## config.mk

```make
export PLATFORM = sky130hd
export DESIGN_NAME = spi_slave_apb_sequencer
export DESIGN_NICKNAME = d
export VERILOG_FILES = /design/src/rtl/spi_slave_apb_sequencer.sv
export SDC_FILE = /design/constraint.sdc
export NUM_CORES = 1
export LEC_CHECK = 0
export BUFFER_PORTS_ARGS = -buffer_cell sky130_fd_sc_hd__buf_4
export CAP_MARGIN = 20
export CORE_MARGIN = 3
export CORE_UTILIZATION = 43
export DETAILED_ROUTE_END_ITERATION = 12
export PLACE_DENSITY = 0.76
export RECOVER_POWER = 25
export SLEW_MARGIN = 20
export SYNTH_ARGS = -nofsm -noshare
export SYNTH_HDL_FRONTEND = slang
export SYNTH_SLANG_ARGS = --single-unit
```

## constraint.sdc

```tcl
create_clock -name sys_clk -period 1.6 [get_ports sys_clk]
set_input_delay 0.32 -clock sys_clk [delete_from_list [all_inputs] [get_ports sys_clk]]
set_output_delay 0.32 -clock sys_clk [all_outputs]
set_load 0.005 [all_outputs]
```

## src/rtl/spi_slave_apb_sequencer.sv

```systemverilog
// spi_slave_apb_sequencer
// Turns SPI command frames into APB master transfers in the system clock domain.
// One command per SPI frame selects the burst direction and the start word address.
// Write bursts stream each received word out as one APB write.
// Read bursts prefetch one APB read at a time into the TX stream.
// The word address advances after every completed beat.
//
// Optional feature macro: SPI_APB_WRAP_EN.
//   Defined:   wrap_length (in beats, 0 = off) returns the address to the start address.
//   Undefined: the address increments linearly, modulo 2^ADDR_WIDTH.
//
// Ports:
//   sys_clk, sys_rst           clock, synchronous active-high reset
//   cmd_valid/ready, cmd_rd_wr, cmd_addr
//                              command handshake: 1 = read burst, plus start address
//   wr_valid/ready, wr_data    write-word stream from SPI
//   rd_valid/ready, rd_data    read-word stream to SPI; rd_data is registered
//   cs_end                     one-cycle pulse marking the end of the SPI frame
//   wrap_length                burst wrap length in beats
//   psel, penable, pwrite, paddr, pwdata
//                              APB request outputs, all registered
//   prdata, pready, pslverr    APB response inputs
//   err_sticky, err_clr        sticky slave-error flag and its clear input
module spi_slave_apb_sequencer #(
  parameter int unsigned ADDR_WIDTH     = 12,
  parameter int unsigned DATA_WIDTH     = 8,
  parameter int unsigned APB_ADDR_WIDTH = 32,
  parameter logic [APB_ADDR_WIDTH-1:0] APB_BASE = '0
) (
  input  logic                      sys_clk,
  input  logic                      sys_rst,
  input  logic                      cmd_valid,
  output logic                      cmd_ready,
  input  logic                      cmd_rd_wr,
  input  logic [ADDR_WIDTH-1:0]     cmd_addr,
  input  logic                      wr_valid,
  output logic                      wr_ready,
  input  logic [DATA_WIDTH-1:0]     wr_data,
  output logic                      rd_valid,
  input  logic                      rd_ready,
  output logic [DATA_WIDTH-1:0]     rd_data,
  input  logic                      cs_end,
  input  logic [15:0]               wrap_length,
  output logic                      psel,
  output logic                      penable,
  output logic                      pwrite,
  output logic [APB_ADDR_WIDTH-1:0] paddr,
  output logic [DATA_WIDTH-1:0]     pwdata,
  input  logic [DATA_WIDTH-1:0]     prdata,
  input  logic                      pready,
  input  logic                      pslverr,
  output logic                      err_sticky,
  input  logic                      err_clr
);

  localparam int unsigned BYTES = DATA_WIDTH / 8;

  typedef enum logic [2:0] {IDLE, WR_WAIT, SETUP, ACCESS, RD_PUSH} state_t;

  state_t                state;
  logic [ADDR_WIDTH-1:0] cur_addr;
  logic [ADDR_WIDTH-1:0] next_addr;
  logic                  dir;       // 1 = read burst
  logic                  end_pend;  // frame ended while an APB transfer was in flight
  logic                  access_done;

`ifdef SPI_APB_WRAP_EN
  logic [ADDR_WIDTH-1:0] start_addr;
  logic [15:0]           beat_cnt;
  logic [15:0]           next_cnt;
`else
  logic                  unused_wrap_length;
  assign unused_wrap_length = ^wrap_length;
`endif

  // Word address to byte address on the APB side.
  function automatic logic [APB_ADDR_WIDTH-1:0] word_to_paddr(input logic [ADDR_WIDTH-1:0] a);
    return APB_BASE + APB_ADDR_WIDTH'(a) * APB_ADDR_WIDTH'(BYTES);
  endfunction

  assign cmd_ready   = (state == IDLE);
  // A frame end in the same cycle wins: the offered word is left unconsumed.
  assign wr_ready    = (state == WR_WAIT) && !cs_end;
  assign rd_valid    = (state == RD_PUSH);
  assign access_done = (state == ACCESS) && pready;

  always_comb begin
    next_addr = cur_addr + ADDR_WIDTH'(1);
`ifdef SPI_APB_WRAP_EN
    next_cnt = beat_cnt + 16'd1;
    if ((wrap_length != '0) && (next_cnt == wrap_length)) begin
      next_addr = start_addr;
      next_cnt  = '0;
    end
`endif
  end

  always_ff @(posedge sys_clk) begin
    if (sys_rst) begin
      state      <= IDLE;
      psel       <= 1'b0;
      penable    <= 1'b0;
      pwrite     <= 1'b0;
      paddr      <= APB_BASE;
      pwdata     <= '0;
      rd_data    <= '0;
      err_sticky <= 1'b0;
      cur_addr   <= '0;
      dir        <= 1'b0;
      end_pend   <= 1'b0;
`ifdef SPI_APB_WRAP_EN
      start_addr <= '0;
      beat_cnt   <= '0;
`endif
    end else begin
      // A new error in the same cycle as a clear must remain visible.
      if (access_done && pslverr)
        err_sticky <= 1'b1;
      else if (err_clr)
        err_sticky <= 1'b0;

      unique case (state)
        IDLE: begin
          end_pend <= 1'b0;
          if (cmd_valid) begin
            cur_addr <= cmd_addr;
            dir      <= cmd_rd_wr;
`ifdef SPI_APB_WRAP_EN
            start_addr <= cmd_addr;
            beat_cnt   <= '0;
`endif
            if (cmd_rd_wr) begin
              state   <= SETUP;
              psel    <= 1'b1;
              penable <= 1'b0;
              pwrite  <= 1'b0;
              paddr   <= word_to_paddr(cmd_addr);
            end else begin
              state <= WR_WAIT;
            end
          end
        end
        WR_WAIT: begin
          if (cs_end) begin
            state <= IDLE;
          end else if (wr_valid) begin
            state   <= SETUP;
            pwdata  <= wr_data;
            psel    <= 1'b1;
            penable <= 1'b0;
            pwrite  <= 1'b1;
            paddr   <= word_to_paddr(cur_addr);
          end
        end
        SETUP: begin
          if (cs_end) end_pend <= 1'b1;
          penable <= 1'b1;
          state   <= ACCESS;
        end
        ACCESS: begin
          if (cs_end) end_pend <= 1'b1;
          // The transfer is never aborted; a frame end only redirects the exit.
          if (pready) begin
            cur_addr <= next_addr;
`ifdef SPI_APB_WRAP_EN
            beat_cnt <= next_cnt;
`endif
            psel    <= 1'b0;
            penable <= 1'b0;
            if (dir) rd_data <= prdata;
            if (end_pend || cs_end)
              state <= IDLE;
            else
              state <= dir ? RD_PUSH : WR_WAIT;
          end
        end
        RD_PUSH: begin
          if (cs_end) begin
            state <= IDLE;
          end else if (rd_ready) begin
            state   <= SETUP;
            psel    <= 1'b1;
            penable <= 1'b0;
            paddr   <= word_to_paddr(cur_addr);
          end
        end
        default: state <= IDLE;
      endcase
    end
  end

endmodule

```

==> results of run 1 <==
final cells by class:
type / count / area, um^2 / area share (%)
well taps: 72 / 90.09 / 2.402
repair buffers: 121 / 1006 / 26.83
flip-flops and latches: 49 / 992.2 / 26.46
clock inverters: 3 / 21.27 / 0.5672
inverters: 4 / 15.01 / 0.4004
clock buffers: 5 / 68.82 / 1.835
multi-input cells: 243 / 1556 / 41.51
metrics by stage:
step	hold WS (ns)	utilization, %	instance area (um^2)	power (mW)
after global routing	0.2491	66.07	3750	4.079
after global placement	0.4443	59.02	3349	2.735
final	0.2477	66.07	3750	3.850
after floorplan	0.4527	-	2678	2.224
after CTS	0.2405	64.26	3647	3.787
after detailed placement	0.4497	59.02	3349	2.762
worst reg2reg max path: cells and delay by family, from the launching register on:
family          cells  cell delay [ns]
buf+inv             2             0.28
simple gates        1             0.55
flops               1             0.37
compound gates      3             0.42
synth_stat cells, types with 3 or more instances:
cell                       instances
sky130_fd_sc_hd__nor3_1            7
sky130_fd_sc_hd__o21ai_0          20
sky130_fd_sc_hd__a31oi_1           3
sky130_fd_sc_hd__buf_2             5
sky130_fd_sc_hd__or3_1             3
sky130_fd_sc_hd__nor4_1            4
sky130_fd_sc_hd__nand4_1           3
sky130_fd_sc_hd__nand2_1          24
sky130_fd_sc_hd__o21ai_1          12
sky130_fd_sc_hd__dfxtp_1          49
sky130_fd_sc_hd__a21oi_1          36
sky130_fd_sc_hd__buf_4            21
sky130_fd_sc_hd__inv_1             4
sky130_fd_sc_hd__nand3b_1          4
sky130_fd_sc_hd__nor2_1           24
sky130_fd_sc_hd__nand3_1          17
sky130_fd_sc_hd__and2_1            5
sky130_fd_sc_hd__clkbuf_1         11
sky130_fd_sc_hd__nor3b_1           3
sky130_fd_sc_hd__mux2i_1          22
logic make-up (layout without fill, tap and decap cells):
group,count (synthesis),in the layout,share of synthesized area [%]
AND/OR/NAND/NOR,111,111,22.90
AO/OA/AOI/OAI,88,89,20.07
flip-flops,49,49,37.64
buffers and inverters,45,133,10.32
multiplexers,22,22,8.449
adder cells (fa/ha/maj),1,1,0.4800
other,1,20,0.1439
registers in the layout, indices dropped and copies added (netlist names):
name and count:
rd_data 8, state 3, pwrite 1, paddr 12
pwdata 8, end_pend 1, err_sticky 1, cur_addr 12
penable 1, psel 1, dir 1
power by group:
part	internal (mW)	switching (mW)	total [mW]
clock network	0.311	0.441	0.752
logic	0.847	0.732	1.58
registers	1.39	0.131	1.52
repair_timing:
action | 4_1_cts | 5_1_grt
pin swaps | 4 | 6
resized for setup | 15 | 30
endpoints found under the setup margin | 20 | 37
gates cloned | 3 | 1
buffers inserted | 10 | 3
metal layers:
| metal | GRT usage (%) | vias to the layer above |
|---|---|---|
| met4 | 4.532 | 0 |
| met3 | 3.653 | 8 |
| met5 | 0 | - |
| met1 | 26.92 | 1253 |
| li1 | - | 1327 |
| met2 | 35.57 | 85 |
path summary, 6_finish.rpt:
check	from	endpoint	slack (ns)	cells after the start
worst max-delay path	state[1]$_SDFFE_PP0P_	paddr[2]$_SDFFE_PP0P_	-0.07	6
worst min-delay path	wr_data[4]	pwdata[4]$_SDFFE_PP0P_	0.25	3
worst min register to register	rd_data[4]$_SDFFE_PP0P_	rd_data[4]$_SDFFE_PP0P_	0.46	2
worst max register to register	state[1]$_SDFFE_PP0P_	paddr[2]$_SDFFE_PP0P_	-0.07	6
==> results, run 1 <==
- The run finished, with violations left.
- The checks that failed: negative setup slack.
- Traced cell by cell, the critical path runs through or4b_4 > a32oi_4 > buf_12 > buf_12 > o21ai_0 > a21oi_1.
- The critical path's largest stage delay is around 0.55 ns.
- After clock tree synthesis, the flow added hold-fix buffers numbering 0.
- The repair_antennas step left the layout with diodes totalling 0.
- The die covers roughly 7000 um^2.
- Among all stages on the critical path, the largest delay is contributed by sky130_fd_sc_hd__or4b_4.
- The remaining global-route overflow is 0.
- After clock tree synthesis, the clock-pin slew on the worst setup and hold paths is approximately 0.1 ns.
- In this run the tool buffered the top-level ports with between 70 and 80 buffer cells.
- The critical path class is reg2reg.
- In the routed layout, each cell is associated on average with a via count of approximately 5.4.
- The effective utilization at floorplan is ~46%.
- The most common cell after layout, fill and taps aside is sky130_fd_sc_hd__buf_4.
- The number of global-route vias before repair came to around 2400.
- Entering global routing, the biggest net connects 21 pins.
- The floorplan has 27 rows.
- In this run, synthesis produced a sequential element count of 49.
- The sum of net half-perimeters after detailed placement is 5.140 mm.
- The static power due to leakage is roughly 1.6 nW.
- The first global-routing pass estimated around 12 mm of wire.
- The cell family contributing the most delay on the critical path is simple AND/OR/NAND/NOR gates.
- The DRC violation total after the first TritonRoute iteration is 166.
- The number of levels in the clock H-tree is 2.
- The worst path in the final design needs a cycle of about 1.7 ns, including I/O delays and setup.
- Among all flip-flop cells after synthesis, the most frequent one is sky130_fd_sc_hd__dfxtp_1.
- The kind of start point of the critical path is a flop.
- The maximum root-to-sink buffer count is 2.
- The final worst setup slack is -0.07197 ns.
- The TritonCTS clock tree is done.
- The clock latency on the worst-skew pair is approximately 0.31 ns.
- The mean routed wirelength per cell is 15.04 um.
- The core area is 5675 um^2.
- The TritonCTS sink count is just under 50.
- The proportion of synthesized flip-flops having asynchronous set or reset is 0%.
- The total met2 wirelength after detailed routing is about 3.8 mm.
- The count of different cell masters after synthesis is 52.
- After detailed routing, the wire length on met1 is about 3.1 mm.
- The finished layout holds between 400 and 500 standard cells, fillers aside.
- Yosys printed 0 warnings.
- At the end of routability-driven placement, the weighted congestion stood at roughly 0.87.
- The worst voltage drop across the vdd grid is between 0.0006 and 0.0007 V.
- The floorplan step set the die height to around 84 um.
- The number of inserted filler cells in the final layout is 500.
- The TritonCTS buffer count is 5.
- The post-synthesis to final-layout area growth is 43.88%.
- In this run the count of I/O pins placed on the die edge is approximately 110.
- The fraction of final layout cells sized beyond drive strength 1 is between 30% and 40%.
- The final count of negative-setup-slack endpoints is 12.
- Summed over all nets, wire length on met3 after detailed routing comes to around 430 um.
- The post-layout net count is 479.
- The data arrival time of the worst path is around 1.9 ns.
- The area of the mapped netlist is between 2000 and 3000 um^2.
- The die width is 83.85 um.
- The data required time of the critical path is around 1.9 ns.
- In this run, synthesis inferred 0 flip-flops with an integrated enable.
- Once placement completed, the tool counted placed cells totaling approximately 480.
- The setup slack after placement is -0.07321 ns.
- Dividing the final minimum period by the clock period gives 104.5%.
- The cell chosen for the clock root is sky130_fd_sc_hd__clkbuf_8.
- The total length of routed wires is around 7.5 mm.
- For this run, design rule violations remaining after detail routing come to 0.
- The synthesized design spends more area on one cell type than any other, namely sky130_fd_sc_hd__dfxtp_1.
- The remaining antenna violation count is 0.
- Setup repair after global routing could not meet its margin everywhere.
- The mean instance size in the synthesized netlist is between 8 and 9 um^2.
- Clock skew on the completed layout was measured at 0.009207 ns.
- STA classifies the critical path endpoint as a flop.
- The via count of the routed design is about 2700.
- The top cell types in the final layout, fill and taps aside, are sky130_fd_sc_hd__buf_4 (108), sky130_fd_sc_hd__dfxtp_1 (46), sky130_fd_sc_hd__a21oi_1 (31).
- In the post-synthesis netlist, the biggest area contributors are sky130_fd_sc_hd__dfxtp_1 (38%), sky130_fd_sc_hd__mux2i_1 (8.4%), sky130_fd_sc_hd__a21oi_1 (6.9%).
- The synthesized design devotes to its leading area cell type 37.64% of total area.
- Counting every instance in the synthesized netlist gives roughly 320.
- The tool flagged a number of max-cap violations equal to 0.
- Global routing used between 20% and 30% of the available tracks across all layers.
- The highest clock frequency the design can meet is ~600 MHz.
- The sequential share of the synthesized area is around 38%.
- The cell type with the highest occurrence count on the critical path is sky130_fd_sc_hd__buf_12.
- The number of buffers and inverters on the critical path is 2.
- The final total negative setup slack is -0.4548 ns.
- In this run the top signal layer used is met4.
- The final hold violation count is 0.
- In this run the worst path has a maximum fanout of 7.
- The power density over the cells is approximately 1000 nW/um^2.
- The worst hold path class is in2reg.
- The first detailed-routing pass ran for 4 iterations.
- The initial antenna violation count is 0.
- The number of max-slew violations in the final report is 0.
(Power assumes the default switching activity.)
==> inputs of run 2 (changes only) <==
- ABC_AREA: unset -> 1
- CORE_UTILIZATION: 43 -> 44
==> run 2 against run 1 <==
  * The flow now finishes without violations
  * Sequential cell count unchanged
  * First-iteration DRC count fell by 20%
  * Core utilization down 7.8 points
  * Hold slack got worse by 0.020 ns
  * Setup slack gained 0.11 ns
  * Non-clock buffer count shrank 36
  * Power rose by 47%
  * Global-route usage shrank 2.8 points
  * Sequential share of layout area is 1.9 points higher
  * Synthesized cell count is 37% higher
==> results, run 2 <==
- The most common cell after layout, fill and taps aside is sky130_fd_sc_hd__nand2_1 (was sky130_fd_sc_hd__buf_4).
- The number of synthesized flops with an enable pin is 0 (unchanged).
- The final period demand of the worst path was 1.558 ns (was 1.672 ns).
- The number of violations of the max-capacitance limit came to 0 (unchanged).
- The wire length of the first global-routing pass is 10.91 mm (was 12.07 mm).
- The library cell with the largest summed area after synthesis is sky130_fd_sc_hd__dfxtp_1 (unchanged).
- The met3 layer usage reported by global route was 6.214% (was 3.653%).
- The cell chosen for the clock root is sky130_fd_sc_hd__clkbuf_8 (unchanged).
- The number of global-route vias before repair is 2535 (was 2447).
- The core area is 5991 um^2 (was 5675 um^2).
- The sum of net half-perimeters after detailed placement is 4.937 mm (was 5.140 mm).
- The power density over the cells was 1616 nW/um^2 (was 1027 nW/um^2).
- The number of remaining DRC errors is 0 (unchanged).
- The TritonCTS buffer count was 5 (unchanged).
- The count of different cell masters after synthesis came to 27 (was 52).
- The data required time of the critical path is 1.28 ns (was 1.85 ns).
- The final worst-path cycle share was 97.39% (was 104.5%).
- The area of the mapped netlist was 2768 um^2 (was 2606 um^2).
- The final hold violation count is 0 (unchanged).
- The overall global routing resource usage is 17.90% (was 20.66%).
- The die width is 85.31 um (was 83.85 um).
- The gate count of the mapped netlist is 435 (was 317).
- Setup repair after global routing missed its margin: no (was yes).
- The flip-flop and latch count after synthesis is 49 (unchanged).
- Highest-count cells in the layout ignoring fill and taps: sky130_fd_sc_hd__nand2_1 (111), sky130_fd_sc_hd__nor2_1 (86), sky130_fd_sc_hd__buf_4 (65) (was sky130_fd_sc_hd__buf_4 (108), sky130_fd_sc_hd__dfxtp_1 (46), sky130_fd_sc_hd__a21oi_1 (31)).
- The mean instance size in the synthesized netlist is 6.362 um^2 (was 8.222 um^2).
- The DRC violation total after the first TritonRoute iteration is 133 (was 166).
- The initial antenna violation count is 0 (unchanged).
- The post-synthesis to final-layout area growth is 26.18% (was 43.88%).
- The power consumption is 5.644 mW (was 3.850 mW).
- The kind of end point of the critical path is a primary output (was flop).
- The maximum number of pins on one net before global-route repair is 25 (was 21).
- The antenna diode instance count is 0 (unchanged).
- The top-area cell type share of the netlist area is 35.44% (was 37.64%).
- The via count of the routed design is 2774 (was 2673).
- The length of the first detailed-routing pass in iterations is 5 (was 4).
- Run status: finished, final reports clean (was finished, violations left).
- The per-cell via count in the routed design is 4.702 (was 5.378).
- The mean routed wirelength per cell was 11.05 um (was 15.04 um).
- The effective utilization at floorplan is 46.20% (was 45.92%).
- The proportion of synthesized flip-flops having asynchronous set or reset is 0% (unchanged).
- The remaining global-route overflow is 0 (unchanged).
- Cell types with the highest counts after synthesis: sky130_fd_sc_hd__nand2_1 (112), sky130_fd_sc_hd__nor2_1 (87), sky130_fd_sc_hd__dfxtp_1 (49) (was sky130_fd_sc_hd__dfxtp_1 (49), sky130_fd_sc_hd__a21oi_1 (36), sky130_fd_sc_hd__nand2_1 (24), sky130_fd_sc_hd__nor2_1 (24), sky130_fd_sc_hd__mux2i_1 (22)).
- The number of levels in the clock H-tree was 2 (unchanged).
- The number of warnings printed during yosys synthesis is 0 (unchanged).
- The maximum net fanout on the critical path came to 6 (was 7).
- The data arrival time of the worst path is 1.24 ns (was 1.92 ns).
- The count of input and output buffers is 72 (unchanged).
- The number of max-slew violations in the final report is 0 (unchanged).
- The y dimension of the die is 85.31 um (was 83.85 um).
- The critical path class is reg2out (was reg2reg).
- The highest clock frequency the design can meet was 641.8 MHz (was 598.1 MHz).
- The global-route track usage on met2 was 29.94% (was 35.57%).
- The setup skew after layout is 0.006319 ns (was 0.009207 ns).
- The sequential share of the synthesized area is 35.44% (was 37.64%).
- The TritonCTS clock tree is done (unchanged).
- The number of hold buffers added after cts is 0 (unchanged).
- The final total negative setup slack was 0 ns (was -0.4548 ns).
- The post-layout net count is 569 (was 479).
- The remaining antenna violation count came to 0 (unchanged).
- The top-level port count came to 109 (unchanged).
- The clock slew at the register clock pins of the worst setup and hold paths is 0.10 ns (about the same).
- The final instance count without filler cells is 590 (was 497).
- The prevailing post-synth register cell is sky130_fd_sc_hd__dfxtp_1 (unchanged).
- The placed cell count is 581 (was 475).
- The kind of start point of the critical path is a flop (unchanged).
- The leading cell type by number of instances after synthesis is sky130_fd_sc_hd__nand2_1 (was sky130_fd_sc_hd__dfxtp_1).
- Leading registers by flop count: cur_addr (12), paddr (12) (unchanged).
- The fraction of final layout cells sized beyond drive strength 1 was 24.47% (was 37.41%).
- The static power due to leakage is 1.718 nW (was 1.633 nW).
- The worst voltage drop across the vdd grid came to 0.0009916 V (was 0.0006987 V).
- The number of cell rows came to 28 (was 27).
- The fraction of met1 tracks used by global routing is 22.19% (was 26.92%).
- The total length of routed wires is 6.522 mm (was 7.475 mm).
- The final-layout worst hold slack was 0.2280 ns (was 0.2477 ns).
- The TritonCTS sink count is 49 (unchanged).
- The worst hold path class is in2reg (unchanged).
- Cells taking the most area after synthesis: sky130_fd_sc_hd__dfxtp_1 (35%), sky130_fd_sc_hd__nand2_1 (15%), sky130_fd_sc_hd__nor2_1 (12%) (was sky130_fd_sc_hd__dfxtp_1 (38%), sky130_fd_sc_hd__mux2i_1 (8.4%), sky130_fd_sc_hd__a21oi_1 (6.9%)).
- The layer with the highest usage is met2 (unchanged).
- The final count of negative-setup-slack endpoints is 0 (was 12).
- The final estimated routing congestion in global placement is 0.8730 (was 0.8689).
- The overall die area is 7278 um^2 (was 7031 um^2).
- The clock latency on the worst-skew pair is 0.30 ns (was 0.31 ns).
- The maximum root-to-sink buffer count is 2 (unchanged).
run 2: through the flow:
| stage | setup slack [ns] | cell area [um^2] | util (%) |
|---|---|---|---|
| after floorplan | 0.1786 | 2839 | - |
| after global placement | 0.02643 | 3344 | 55.83 |
| after detailed placement | 0.004240 | 3344 | 55.83 |
| final | 0.04184 | 3492 | 58.29 |
| after CTS | 0.004883 | 3446 | 57.52 |
| after global routing | 0.0003654 | 3492 | 58.29 |
run 2: worst max-delay path: stages, from the launching register on:
cell	delay, ns
sky130_fd_sc_hd__dfxtp_4	0.40
sky130_fd_sc_hd__inv_4	0.09
sky130_fd_sc_hd__nand2_4	0.06
sky130_fd_sc_hd__nor2_4	0.17
sky130_fd_sc_hd__buf_6	0.12
sky130_fd_sc_hd__buf_4	0.09
run 2: per-layer routing:
metal | vias up | wire (um)
met2 | 82 | 3044
met4 | 0 | 42
met5 | - | 0
met1 | 1208 | 2871
li1 | 1478 | -
met3 | 6 | 564
run 2: logic make-up after synthesis:
kind of cell / after synthesis / share of synthesized area, %
adders and majority gates: 1 / 0.4520
xor gates and xnor gates: 1 / 0.3165
buffers and inverters: 73 / 13.47
other: 1 / 0.1355
and+or+nand+nor: 254 / 40.01
AOI/OAI and AO/OA: 56 / 10.17
DFF: 49 / 35.44
run 2: path summary, 6_finish.rpt:
kind,startpoint,to,slack (ns),cells past startpoint
max,state[1]$_SDFFE_PP0P_,cmd_ready,0.04,5
min,prdata[6],rd_data[6]$_SDFFE_PP0P_,0.23,3
max reg2reg,state[1]$_SDFFE_PP0P_,paddr[11]$_SDFFE_PP0P_,0.10,11
min reg2reg,psel$_SDFFE_PP0P_,psel$_SDFFE_PP0P_,0.47,2
run 2: power breakdown:
group,switching [mW],leakage [nW],internal [mW]
registers,0.339,0.403,1.62
clock network,0.447,0.0447,0.316
logic,1.70,1.27,1.22
total,2.49,1.72,3.15
run 2: cell type report:
type / count / area, um^2
Clock buffer: 5 / 68.82
Clock inverter: 3 / 25.02
Fill cell: 600 / 2499
Inverter: 41 / 158.9
Multi-Input combinational cell: 332 / 1514
Sequential cell: 49 / 989.7
Tap cell: 75 / 93.84
Timing Repair Buffer: 85 / 641.9
run 2: timing repair:
action / 4_1_cts / 5_1_grt
buffers inserted: 0 / 1
resized for setup: 3 / 11
endpoints found under the setup margin: 12 / 31
pin swaps: 0 / 1
